<file path="config.mk">
export PLATFORM = sky130hd
export DESIGN_NAME = uart_rx_datapath
export DESIGN_NICKNAME = d
export VERILOG_FILES = /design/src/rtl/uart_rx_datapath.sv
export SDC_FILE = /design/constraint.sdc
export NUM_CORES = 1
export LEC_CHECK = 0
export ABC_AREA = 1
export BUFFER_PORTS_ARGS = -buffer_cell sky130_fd_sc_hd__buf_2
export CORE_ASPECT_RATIO = 0.7
export CORE_MARGIN = 2
export CORE_UTILIZATION = 45
export CTS_BUF_LIST = sky130_fd_sc_hd__clkbuf_4 sky130_fd_sc_hd__clkbuf_8
export CTS_CLUSTER_SIZE = 14
export DETAILED_ROUTE_END_ITERATION = 10
export PLACE_DENSITY_LB_ADDON = 0.12
export SYNTH_ARGS = -nofsm -noshare
export SYNTH_HDL_FRONTEND = slang
export SYNTH_SLANG_ARGS = --single-unit
</file>
<file path="constraint.sdc">
create_clock -name CLK -period 1.2 [get_ports CLK]
set_input_delay 0.06 -clock CLK [delete_from_list [all_inputs] [get_ports CLK]]
set_output_delay 0.06 -clock CLK [all_outputs]
set_load 0.02 [all_outputs]
</file>
<file path="src/rtl/uart_rx_datapath.sv">
// UART receiver timing and data path: 16x baud enable, RXD synchroniser, oversample/bit
// counters feeding uart_rx_ctrl, and an LSB-first deserialiser with ready/framing-error strobes.
module uart_rx_datapath #(
    parameter int CLK_FREQ  = 125_000_000,
    parameter int BAUD_RATE = 9600,
    parameter int DATA_BITS = 8
) (
    input  logic                 CLK,
    input  logic                 RST,
    input  logic                 RXD,
    input  logic [1:0]           fsm_state,
    output logic                 RXD_SYNC,
    output logic                 BAUD_X16_EN,
    output logic                 over_sample_cnt_done,
    output logic                 bit_cnt_done,
    output logic [DATA_BITS-1:0] RX_DATA,
    output logic                 RX_DATA_RDY,
    output logic                 FRM_ERR
);
    localparam int DIV   = CLK_FREQ / (BAUD_RATE * 16);
    localparam int DIV_W = (DIV > 1) ? $clog2(DIV) : 1;
    localparam logic [DIV_W-1:0] DIV_LAST = DIV_W'(DIV - 1);
    localparam logic [2:0]       BIT_LAST = 3'(DATA_BITS - 1);

    typedef enum logic [1:0] {
        ST_IDLE  = 2'd0,
        ST_START = 2'd1,
        ST_DATA  = 2'd2,
        ST_STOP  = 2'd3
    } rx_state_t;

    rx_state_t            state;
    logic                 rxd_meta;
    logic [DIV_W-1:0]     div_cnt;
    logic [3:0]           os_cnt;
    logic [3:0]           os_target;
    logic [2:0]           bit_cnt;
    logic [DATA_BITS-1:0] shreg;
    logic                 os_done;
    logic                 data_sample;
    logic                 stop_sample;

    assign state = rx_state_t'(fsm_state);

    // NOTE: sequential state uses non-blocking assignments so every flop samples pre-edge values.
    always_ff @(posedge CLK or negedge RST) begin
        if (!RST) begin
            rxd_meta <= 1'b1;
            RXD_SYNC <= 1'b1;
        end else begin
            rxd_meta <= RXD;
            RXD_SYNC <= rxd_meta;
        end
    end

    always_ff @(posedge CLK or negedge RST) begin
        if (!RST) begin
            div_cnt     <= '0;
            BAUD_X16_EN <= 1'b0;
        end else begin
            BAUD_X16_EN <= (div_cnt == DIV_LAST);
            div_cnt     <= (div_cnt == DIV_LAST) ? '0 : div_cnt + 1'b1;
        end
    end

    // NOTE: every always_comb output gets a value on every path, so no latches are inferred.
    always_comb begin
        os_target   = (state == ST_START) ? 4'd7 : 4'd15;
        os_done     = BAUD_X16_EN && (os_cnt == os_target) && (state != ST_IDLE);
        data_sample = os_done && (state == ST_DATA);
        stop_sample = os_done && (state == ST_STOP);
    end

    assign over_sample_cnt_done = os_done;
    assign bit_cnt_done         = data_sample && (bit_cnt == BIT_LAST);

    // Only IDLE clears os_cnt; a forced state jump without a done keeps counting.
    always_ff @(posedge CLK or negedge RST) begin
        if (!RST) begin
            os_cnt <= 4'd0;
        end else if (state == ST_IDLE) begin
            os_cnt <= 4'd0;
        end else if (BAUD_X16_EN) begin
            os_cnt <= os_done ? 4'd0 : os_cnt + 4'd1;
        end
    end

    always_ff @(posedge CLK or negedge RST) begin
        if (!RST) begin
            bit_cnt <= 3'd0;
        end else if (state != ST_DATA) begin
            bit_cnt <= 3'd0;
        end else if (os_done) begin
            bit_cnt <= (bit_cnt == BIT_LAST) ? 3'd0 : bit_cnt + 3'd1;
        end
    end

    // The shift register is never cleared between frames; a full frame overwrites every bit.
    always_ff @(posedge CLK or negedge RST) begin
        if (!RST) begin
            shreg <= '0;
        end else if (data_sample) begin
            shreg <= {RXD_SYNC, shreg[DATA_BITS-1:1]};
        end
    end

    always_ff @(posedge CLK or negedge RST) begin
        if (!RST) begin
            RX_DATA     <= '0;
            RX_DATA_RDY <= 1'b0;
            FRM_ERR     <= 1'b0;
        end else begin
            RX_DATA_RDY <= stop_sample && RXD_SYNC;
            FRM_ERR     <= stop_sample && !RXD_SYNC;
            if (stop_sample && RXD_SYNC) begin
                RX_DATA <= shreg;
            end
        end
    end

endmodule

</file>
Word-level counts from Yosys, hierarchy flattened
Index checks and enable logic that the tools add are counted.

storage, ports and cells
  bits in registers = 38
  bits in latches = 0
  bits in writable memories = 0
  memory bits (read-only) = 0
  bits of input ports = 5
  memories kept = 0

operators by class
  add/sub/neg operators = 3
  $mul = 0
  div/mod/pow operators = 0
  order comparisons = 0
  equal/unequal tests = 7
  shift-type cells = 0
  multiplexer cells = 8
  bitwise operators = 0
  reduce and logical (&&, ||, !) cells = 12

operator list
  operator                                        number
  two-way mux 4 bit                               4
  adder 10 x 1 -> 10 bit (second input constant)  1
  == test 10 bit (second input constant)          1
  two-way mux 10 bit                              1
  two-way mux 3 bit                               3
  logical AND 1 bit                               7
  nonzero test 2 bit                              3
  adder 4 x 1 -> 4 bit (second input constant)    1
  == test 2 bit (second input constant)           2
  == test 4 bit                                   1
  adder 3 x 1 -> 3 bit (second input constant)    1
  == test 3 bit (second input constant)           1
  == test 2 x 1 -> 1 bit (second input constant)  1
  zero test 2 bit                                 1
  != test 2 bit (second input constant)           1
  zero test 1 bit                                 1

Longest topological paths before layout
Gate-level depths: netlist of run 1.

  depth in word-level cells = 8
  gate-level depth with buffers = 8

Worst setup path before layout of run 1
No wires, ideal clock.

  kind = register to register
  from = register BAUD_X16_EN
  to = register RX_DATA[0]
  library setup time = 117 ps
  data arrival time = 1206 ps
  slack = -123 ps
  stages on the path, launching flop included = 6
  cell sequence = dfrtp_1 > nand3_1 > nor3_4 > nand2_4 > nand2_1 > nand2_1

on the way
  cells in the longest elaborated chain, start to end = 4

RTL lines
  item                             RTL line  source
  start, declared                  13        output logic BAUD_X16_EN,
  start signal, assigned           61        BAUD_X16_EN <= (div_cnt == DIV_LAST);
  logical AND 1 bit (2 in series)  69        os_done = BAUD_X16_EN && (os_cnt == os_target) && (state != ST_IDLE);
  logical AND 1 bit                71        stop_sample = os_done && (state == ST_STOP);
  logical AND 1 bit                115       if (stop_sample && RXD_SYNC) begin
  end signal, assigned             116       RX_DATA <= shreg;
  end, declared                    16        output logic [DATA_BITS-1:0] RX_DATA,

Every way passes these cells.
A chain may end at the register's enable or synchronous reset.

Worst setup path after layout of run 1
  from = register os_cnt[0]
  to = register RX_DATA[0]

on the way
  cells in the longest elaborated chain, start to end = 5

RTL lines
  item                             RTL line  source
  start, declared                  35        logic [3:0] os_cnt;
  start signal, assigned           84        os_cnt <= os_done ? 4'd0 : os_cnt + 4'd1;
  == test 4 bit                    69
  logical AND 1 bit (2 in series)  69
  logical AND 1 bit                71
  logical AND 1 bit                115

Every way passes these cells.

==> impl_metrics.py, run 1 <==
metrics = {
    "run_status": {
        "status": "finished with violations",
        "violations": "setup timing",
    },
    "sta": {
        "slew_headroom": 0.741,
        "hold_viol": 0,
        "min_period_ns": 1.44,
        "period_share": 1.20,
        "setup_violations": 30,
        "max_freq_ghz": 0.695,
        "fin_ws_ns": -0.239,
        "hold_ws_ns": 0.103,
        "fin_skew_ns": 0.00972,
        "finalMaxSlewViolations": 0,
        "rsz0062_at_grt": "true",
        "worst_pin_slew_ns": 0.388,
    },
    "final_layout": {
        "nets": 271,
        "fill_cells": 274,
        "diodes": 0,
        "area_growth_pct": 40.8,
        "drive_gt1_frac": 0.389,
    },
    "floorplanning": {
        "row_count": 18,
        "initial_core_util": 0.482,
        "die_h_um": 56.1,
        "die_area_mm2": 0.00440,
        "core_mm2": 0.00363,
        "die_w_um": 78.5,
        "num_io_pins": 19,
    },
    "logic_synthesis": {
        "synthDistinctLibCells": 21,
        "yosysTopAreaCell": "dfrtp_1",
        "yosysWarnings": 0,
        "synth-seq-area-share": 0.546,
        "ys_seq_elements": 38,
        "syn_inst": 207,
        "syn_nets": 217,
        "netlist.area_leader.share": 0.516,
        "ys_top_cells_by_area": "dfrtp_1, nand2_1, nand3_1",
        "synth_area_mm2": 0.00175,
        "syn_area_per_cell_um2": 8.44,
    },
    "setup_path": {
        "worstPathRequired_ns": 1.42,
        "path_max_fanout": 4,
        "end_kind": "flip-flop",
        "worstPathArrival_ns": 1.66,
        "cp-start-kind": "flip-flop",
        "path_class": "reg -> reg",
    },
    "clock_tree": {
        "numCtsBuffers": 5,
        "cts_sinks": 38,
        "cts_tree": "done",
        "htreeDepth": 2,
        "clk_pin_slew_ns": 0.08,
        "clockBufferDepth": 2,
        "clock_latency_ns": 0.29,
        "cts_root_buf": "clkbuf_8",
    },
    "power_and_ir_drop": {
        "p_clk_frac": 0.404,
        "p_per_area_mw_per_mm2": 934,
        "max-vdd-ir-drop_mv": 0.866,
        "pwr-share-comb": 0.035,
        "p_sw_frac": 0.218,
        "p_seq_frac": 0.561,
        "power_mw": 2.30,
        "intPower_mw": 1.80,
        "switching_power_mw": 0.501,
        "p_leak_nw": 1.38,
    },
    "global_route": {
        "grt-ovfl-total": 0,
        "grt_pass1_wl_um": 6920,
        "antenna_found_initial": 0,
        "grt_max_degree": 25,
        "grt_pass1_vias": 1532,
        "gr-usage-all-layers": 0.204,
    },
    "detailed_routing": {
        "first_iter_violations": 110,
        "wirelength_um": 4070,
        "drt-vias-per-instance": 5.03,
        "wl_per_cell_um": 13.0,
        "via_count": 1568,
        "ant_nets": 0,
        "first_pass_iters": 4,
        "drc_errors": 0,
    },
    "placed_design": {
        "gp_congestion": 0.817,
        "dpl.hpwl_um": 2640,
        "port_buffers": 18,
    },
    "job": {
        "cap_violations": 0,
    },
    "hold_path": {
        "hold_path_class": "in -> reg",
    },
}
-- layer usage --
metal  track usage  up-vias  part of all wire
met5             0        -                 0
met3        0.0519        9             0.068
met1         0.282      758              0.45
met2         0.318       56              0.47
li1              -      745                 -
met4        0.0652        0             0.013
-- cell type report --
| type | instances | area, um^2 | share of cell area |
|---|---|---|---|
| clock buffers | 7 | 90.1 | 0.0366 |
| clock inverters | 1 | 5.00 | 0.00203 |
| inverters | 29 | 116 | 0.0473 |
| multi-input cells | 139 | 836 | 0.340 |
| flip-flops and latches | 38 | 958 | 0.390 |
| well taps | 50 | 62.6 | 0.0254 |
| repair buffers | 48 | 392 | 0.159 |
-- timing repair --
item,4_1_cts,5_1_grt
setup buffers,7,2
hold buffers,2,0
pin swaps,9,2
endpoints found under the setup margin,31,34
gates resized for setup,39,15
endpoints found under the hold margin,15,0
gates cloned,2,1
-- cells by family after synthesis --
kind of cell	Yosys count	synth area share
compound gates	1	0.00286
flops	38	0.546
xor+xnor	4	0.0201
buf+inv	31	0.0709
simple gates	128	0.325
fa+ha+maj	5	0.0358
-- per-stage QoR --
stage                util  instance area (um^2)  setup TNS, ns  std cells  setup WS (ns)
detailed placement  0.572                  2070          -2.74        290         -0.161
floorplan               -                  1780          -1.40        207        -0.0850
global route        0.678                  2460          -6.97        312         -0.313
finish              0.678                  2460          -4.40        312         -0.239
CTS                 0.657                  2380          -3.62        309         -0.218
global placement    0.572                  2070          -1.93        290         -0.110
-- layout by cell type, fill, tap and decap left out, types with 7 or more instances in the layout --
master / count
buf_6: 7
buf_4: 19
nand3_1: 17
nand2_1: 66
nor2_1: 13
dfrtp_1: 35
inv_2: 11
nand2_2: 10
inv_1: 17
buf_2: 17
-- final timing paths --
kind	startpoint	slack, ns	cells after the start	to
min in group asynchronous	RST	0.22	2	RX_DATA[7]$_DFFE_PN0P_
worst min register to register	rxd_meta$_DFF_PN1_	0.36	0	RXD_SYNC$_DFF_PN1_
worst max-delay path	os_cnt[0]$_DFFE_PN0P_	-0.24	8	RX_DATA[0]$_DFFE_PN0P_
worst min-delay path	fsm_state[1]	0.10	3	FRM_ERR$_DFF_PN0_
worst max register to register	os_cnt[0]$_DFFE_PN0P_	-0.24	8	RX_DATA[0]$_DFFE_PN0P_
max in group asynchronous	RST	0.51	3	BAUD_X16_EN$_DFF_PN0_
-- worst max-delay path: stages, from the launching register on --
cell and delay (ns):
dfrtp_1 0.40, ha_4 0.17, buf_4 0.11, nand3_4 0.07
nor3_4 0.18, buf_4 0.16, clkbuf_16 0.12, nand3_1 0.07
nand2_1 0.08
-- cell usage after synthesis --
cell type  instances
nor4_1             1
xor2_1             1
nor2_1            16
dfrtp_1           36
dfstp_2            2
nand3_1           23
a21oi_1            1
ha_1               5
clkbuf_1           1
nand4_4            1
inv_2              1
xnor2_1            3
nor2_2             1
nand2_4            1
nand4_1            3
inv_1             28
nand2_1           78
nor3_4             1
or2_2              2
nand2_2            1
buf_6              1
-- power by group through the flow --
| stage | clock (mW) | sequential, mW | combinational, mW |
|---|---|---|---|
| 6_report | 0.928 | 1.29 | 0.0806 |
| 5_1_grt | 1.02 | 1.29 | 0.0901 |
| 4_1_cts | 0.943 | 1.29 | 0.0806 |
| 3_5_place_dp | 0 | 1.32 | 0.0637 |
| 3_3_place_gp | 0 | 1.32 | 0.0617 |
| 2_1_floorplan | 0 | 1.32 | 0.0166 |
-- flip-flops by register name (all words and copies together), names as in the netlist --
signal and flops:
RXD_SYNC 1, rxd_meta 1, shreg 8, FRM_ERR 1, BAUD_X16_EN 1, RX_DATA 8, os_cnt 4, div_cnt 10
bit_cnt 3, RX_DATA_RDY 1
Note: power is estimated with default switching activity, not from simulation.
==> run 2: changes to the inputs <==
--- a/config.mk
+++ b/config.mk
@@ -6,10 +6,11 @@
 export NUM_CORES = 1
 export LEC_CHECK = 0
 export ABC_AREA = 1
+export ABC_CLOCK_PERIOD_IN_PS = 1200
 export BUFFER_PORTS_ARGS = -buffer_cell sky130_fd_sc_hd__buf_2
 export CORE_ASPECT_RATIO = 0.7
 export CORE_MARGIN = 2
-export CORE_UTILIZATION = 45
+export CORE_UTILIZATION = 54
 export CTS_BUF_LIST = sky130_fd_sc_hd__clkbuf_4 sky130_fd_sc_hd__clkbuf_8
 export CTS_CLUSTER_SIZE = 14
 export DETAILED_ROUTE_END_ITERATION = 10
==> impl_metrics.py, run 2 (synthesis gave the netlist of run 1 again) <==
metrics = {
    "global_route": {
        "gr-usage-all-layers": 0.246,
        "antenna_found_initial": 0,
        "grt_max_degree": 22,
        "grt-ovfl-total": 0,
        "grt_pass1_wl_um": 6770,
        "grt_pass1_vias": 1503,
    },
    "sta": {
        "setup_tns_ns": -3.47,
        "fin_skew_ns": 0.00699,
        "hold_viol": 0,
        "rsz0062_at_grt": "true",
        "slew_headroom": 0.691,
        "hold_ws_ns": 0.116,
        "setup_violations": 32,
        "max_freq_ghz": 0.704,
        "fin_ws_ns": -0.221,
        "min_period_ns": 1.42,
        "worst_pin_slew_ns": 0.463,
        "period_share": 1.18,
        "finalMaxSlewViolations": 0,
    },
    "final_layout": {
        "final_core_util": 0.780,
        "reg_top3": "div_cnt: 10 flops, RX_DATA: 8 flops, shreg: 8 flops",
        "ff_latch_area_um2": 958,
        "area_growth_pct": 39.5,
        "largest_reg_flops": 10,
        "drive_gt1_frac": 0.404,
        "mostFrequentLayoutCell": "nand2_1",
        "regMostFlops": "div_cnt",
        "mostFrequentLayoutCells": "nand2_1, dfrtp_1, inv_1, buf_4, nand3_1",
        "fill_cells": 204,
        "final_area_mm2": 0.00244,
        "instances_no_fill": 298,
        "nets": 269,
        "diodes": 0,
        "multi_input_area_um2": 861,
    },
    "detailed_routing": {
        "wl_per_cell_um": 13.7,
        "ant_nets": 0,
        "via_count": 1533,
        "first_iter_violations": 75,
        "drc_errors": 0,
        "wirelength_um": 4080,
        "first_pass_iters": 4,
        "drt-vias-per-instance": 5.14,
    },
    "clock_tree": {
        "cts_sinks": 38,
        "clockBufferDepth": 2,
        "clk_pin_slew_ns": 0.08,
        "numCtsBuffers": 5,
        "cts_tree": "done",
        "htreeDepth": 2,
        "clock_latency_ns": 0.29,
        "cts_root_buf": "clkbuf_8",
    },
    "floorplanning": {
        "die_h_um": 51.6,
        "initial_core_util": 0.559,
        "row_count": 17,
        "core_mm2": 0.00313,
        "num_io_pins": 19,
        "die_area_mm2": 0.00371,
        "die_w_um": 72.0,
    },
    "hold_path": {
        "holdPathEnd": "bit_cnt[1]$_DFFE_PN0P_",
        "min_path_cells": 4,
        "holdCritStartpoint": "fsm_state[0]",
        "hold_path_class": "in -> reg",
    },
    "run_status": {
        "status": "finished with violations",
        "violations": "setup timing",
    },
    "placed_design": {
        "dp.cells": 276,
        "dpl.hpwl_um": 2640,
        "gp_congestion": 0.940,
        "port_buffers": 18,
        "postPlaceCellArea_mm2": 0.00204,
        "place_ws_ns": -0.202,
    },
    "setup_path": {
        "worst-r2r-setup-slack_ns": -0.18,
        "reg2reg_from": "os_cnt[0]$_DFFE_PN0P_",
        "worstPathRequired_ns": 1.14,
        "end_kind": "primary output",
        "reg2regPathDepth": 8,
        "r2r_end": "RX_DATA[0]$_DFFE_PN0P_",
        "path_max_fanout": 3,
        "cp-start-kind": "flip-flop",
        "path_class": "reg -> out",
        "worstPathArrival_ns": 1.36,
    },
    "power_and_ir_drop": {
        "max-vdd-ir-drop_mv": 0.777,
        "p_per_area_mw_per_mm2": 950,
        "power_mw": 2.31,
        "p_leak_nw": 1.37,
    },
    "job": {
        "cap_violations": 0,
    },
}
## run 2: power by group
part / leakage [nW] / switching, mW / internal (mW)
logic: 0.808 / 0.0581 / 0.0247
clock network: 0.0517 / 0.457 / 0.486
registers: 0.508 / 0.00212 / 1.29
## run 2: timing repair
item,4_1_cts,5_1_grt
hold buffers,2,0
pin swaps,15,10
resized for setup,43,15
gates cloned,1,0
endpoints found under the hold margin,18,0
endpoints found under the setup margin,32,35
setup buffers,10,2
## run 2: how the worst max path moves through the flow
stage                                 from                endpoint  slack (ns)  cells after the start
detailed placement   os_cnt[1]$_DFFE_PN0P_    shreg[3]$_DFFE_PN0P_       -0.20                      7
floorplan            os_cnt[0]$_DFFE_PN0P_  RX_DATA[0]$_DFFE_PN0P_       -0.09                      6
CTS                  os_cnt[0]$_DFFE_PN0P_            bit_cnt_done       -0.24                      6
finish              bit_cnt[0]$_DFFE_PN0P_            bit_cnt_done       -0.22                      5
global placement     os_cnt[1]$_DFFE_PN0P_    shreg[3]$_DFFE_PN0P_       -0.12                      7
global route         os_cnt[0]$_DFFE_PN0P_            bit_cnt_done       -0.28                      6
## run 2: layout make-up
class                      instances  area share
sequential                        38       0.393
multi-input combinational        139       0.353
timing repair buffer              46       0.148
inverter                          29      0.0467
clock buffer                       7      0.0370
tap                               38      0.0195
clock inverter                     1     0.00205
## run 2: layer usage
| layer | vias up | track usage | wire length (um) |
|---|---|---|---|
| li1 | 745 | - | - |
| met1 | 732 | 0.320 | 1830 |
| met2 | 49 | 0.406 | 1980 |
| met3 | 7 | 0.0562 | 210 |
| met4 | 0 | 0.0975 | 53 |
| met5 | - | 0 | 0 |
## run 2: critical path, cell delays in order, from the launching register on
cell and delay [ns]:
dfrtp_1 0.41, ha_1 0.20, ha_1 0.22, inv_1 0.08, nor2_2 0.04, buf_6 0.12
==> run 3: changes to the inputs <==
--- a/config.mk
+++ b/config.mk
@@ -10,8 +10,7 @@
 export BUFFER_PORTS_ARGS = -buffer_cell sky130_fd_sc_hd__buf_2
 export CORE_ASPECT_RATIO = 0.7
 export CORE_MARGIN = 2
-export CORE_UTILIZATION = 54
-export CTS_BUF_LIST = sky130_fd_sc_hd__clkbuf_4 sky130_fd_sc_hd__clkbuf_8
+export CORE_UTILIZATION = 51
 export CTS_CLUSTER_SIZE = 14
 export DETAILED_ROUTE_END_ITERATION = 10
 export PLACE_DENSITY_LB_ADDON = 0.12
==> impl_metrics.py, run 3 (synthesis gave the netlist of run 1 again) <==
metrics = {
    "run_status": {
        "status": "finished with violations",
        "violations": "setup timing",
    },
    "placed_design": {
        "gp_congestion": 0.794,
        "place_ws_ns": -0.195,
        "dpl.hpwl_um": 2510,
        "port_buffers": 18,
        "dp.cells": 286,
    },
    "global_route": {
        "antenna_found_initial": 0,
        "grt_pass1_vias": 1526,
        "gr-usage-all-layers": 0.242,
        "grt-ovfl-total": 0,
        "grt_pass1_wl_um": 6940,
        "grt_max_degree": 39,
    },
    "final_layout": {
        "final_core_util": 0.783,
        "area_growth_pct": 43.9,
        "drive_gt1_frac": 0.406,
        "diodes": 0,
        "largest_reg_flops": 10,
        "regMostFlops": "div_cnt",
        "fill_cells": 213,
        "ff_latch_area_um2": 955,
        "multi_input_area_um2": 857,
        "mostFrequentLayoutCell": "nand2_1",
        "reg_top3": "div_cnt: 10 flops, RX_DATA: 8 flops, shreg: 8 flops",
        "nets": 270,
        "instances_no_fill": 308,
        "mostFrequentLayoutCells": "nand2_1, dfrtp_1, buf_4",
    },
    "sta": {
        "setup_violations": 30,
        "max_freq_ghz": 0.681,
        "rsz0062_at_grt": "true",
        "finalMaxSlewViolations": 0,
        "hold_viol": 0,
        "worst_pin_slew_ns": 0.276,
        "slew_headroom": 0.814,
        "period_share": 1.22,
        "fin_ws_ns": -0.267,
        "fin_skew_ns": 0.00783,
        "min_period_ns": 1.47,
    },
    "clock_tree": {
        "numCtsBuffers": 5,
        "clock_latency_ns": 0.29,
        "cts_root_buf": "clkbuf_8",
        "clk_pin_slew_ns": 0.08,
        "cts_sinks": 38,
        "htreeDepth": 2,
        "cts_tree": "done",
        "clockBufferDepth": 2,
    },
    "setup_path": {
        "end_kind": "primary output",
        "path_max_fanout": 2,
        "path_cells": "ha_4, nand2_4, nor2_4, nand4_4, nor2_4, buf_6",
        "path_class": "reg -> out",
        "worstPathArrival_ns": 1.41,
        "critPathMostFrequentCell": "nor2_4",
        "worstPathRequired_ns": 1.14,
        "cp_slowest_stage_delay_ns": 0.40,
        "cp-start-kind": "flip-flop",
        "slowest_stage": "dfrtp_1",
    },
    "floorplanning": {
        "row_count": 17,
        "core_mm2": 0.00321,
        "initial_core_util": 0.544,
        "die_area_mm2": 0.00392,
        "die_h_um": 53.0,
        "num_io_pins": 19,
        "die_w_um": 73.9,
    },
    "detailed_routing": {
        "first_pass_iters": 4,
        "drc_errors": 0,
        "drt-vias-per-instance": 4.98,
        "first_iter_violations": 114,
        "wl_per_cell_um": 14.0,
        "via_count": 1535,
        "ant_nets": 0,
        "wirelength_um": 4310,
    },
    "power_and_ir_drop": {
        "p_leak_nw": 1.39,
        "p_per_area_mw_per_mm2": 1080,
        "max-vdd-ir-drop_mv": 1.24,
    },
    "job": {
        "cap_violations": 0,
    },
    "hold_path": {
        "hold_path_class": "in -> reg",
    },
}
==> run 3: cell count changes in the layout (fill, tap and decap cells not counted), sizes merged <==
cell    change
clkinv      -1
bufinv      +2
==> run 3: path summary, 6_finish.rpt <==
path | startpoint | end | slack [ns] | cells past startpoint
setup reg to reg | os_cnt[1]$_DFFE_PN0P_ | RX_DATA[4]$_DFFE_PN0P_ | -0.25 | 8
max in group asynchronous | RST | RXD_SYNC$_DFF_PN1_ | 0.68 | 3
hold reg to reg | rxd_meta$_DFF_PN1_ | RXD_SYNC$_DFF_PN1_ | 0.36 | 0
setup / recovery | os_cnt[1]$_DFFE_PN0P_ | bit_cnt_done | -0.27 | 6
min in group asynchronous | RST | bit_cnt[0]$_DFFE_PN0P_ | 0.27 | 3
hold / removal | fsm_state[0] | bit_cnt[0]$_DFFE_PN0P_ | 0.11 | 4
==> run 3: area by class of cell <==
| cell class | instances | area share |
|---|---|---|
| clock inverter | 2 | 0.0239 |
| inverter | 29 | 0.0453 |
| tap | 47 | 0.0234 |
| timing repair buffer | 47 | 0.154 |
| multi-input combinational | 139 | 0.341 |
| sequential | 38 | 0.380 |
| clock buffer | 6 | 0.0329 |
==> run 3: repair_timing <==
item                       CTS  global route
hold buffers                 2             0
setup buffers                7             3
setup endpoints to repair   32            33
hold endpoints to repair    39             0
pin swaps                    7             7
cloned                       0             2
resized for setup           34            25
==> run 3: metrics by stage <==
step / instance area, um^2 / hold slack, ns / power (mW) / TNS (ns)
after detailed placement: 2060 / 0.0453 / 1.38 / -3.37
after CTS: 2380 / 0.0886 / 2.73 / -3.08
after global placement: 2060 / 0.0397 / 1.38 / -1.91
after global routing: 2510 / 0.110 / 2.80 / -6.35
final: 2510 / 0.106 / 2.71 / -4.39
after floorplan: 1780 / -0.236 / 1.33 / -1.40
==> run 3: power by group <==
| part | switching [mW] | total (mW) | leakage [nW] | internal [mW] |
|---|---|---|---|---|
| Combinational | 0.0588 | 0.0839 | 0.810 | 0.0251 |
| Sequential | 0.00235 | 1.29 | 0.508 | 1.29 |
| Clock | 0.456 | 1.34 | 0.0714 | 0.887 |
| Total | 0.517 | 2.71 | 1.39 | 2.20 |
==> run 3: routing by layer <==
metal | vias up | GRT usage | wire (um)
met5 | - | 0 | 0
met4 | 0 | 0.0939 | 31
met3 | 4 | 0.0552 | 251
met2 | 50 | 0.385 | 2130
met1 | 739 | 0.323 | 1890
li1 | 742 | - | -
==> run 3: critical path: cells and delay by family, from the launching register on <==
family                     cells  cell delay, ns
and+or+nand+nor                4            0.44
buffers and inverters          1            0.12
DFF                            1            0.40
adders and majority gates      1            0.16
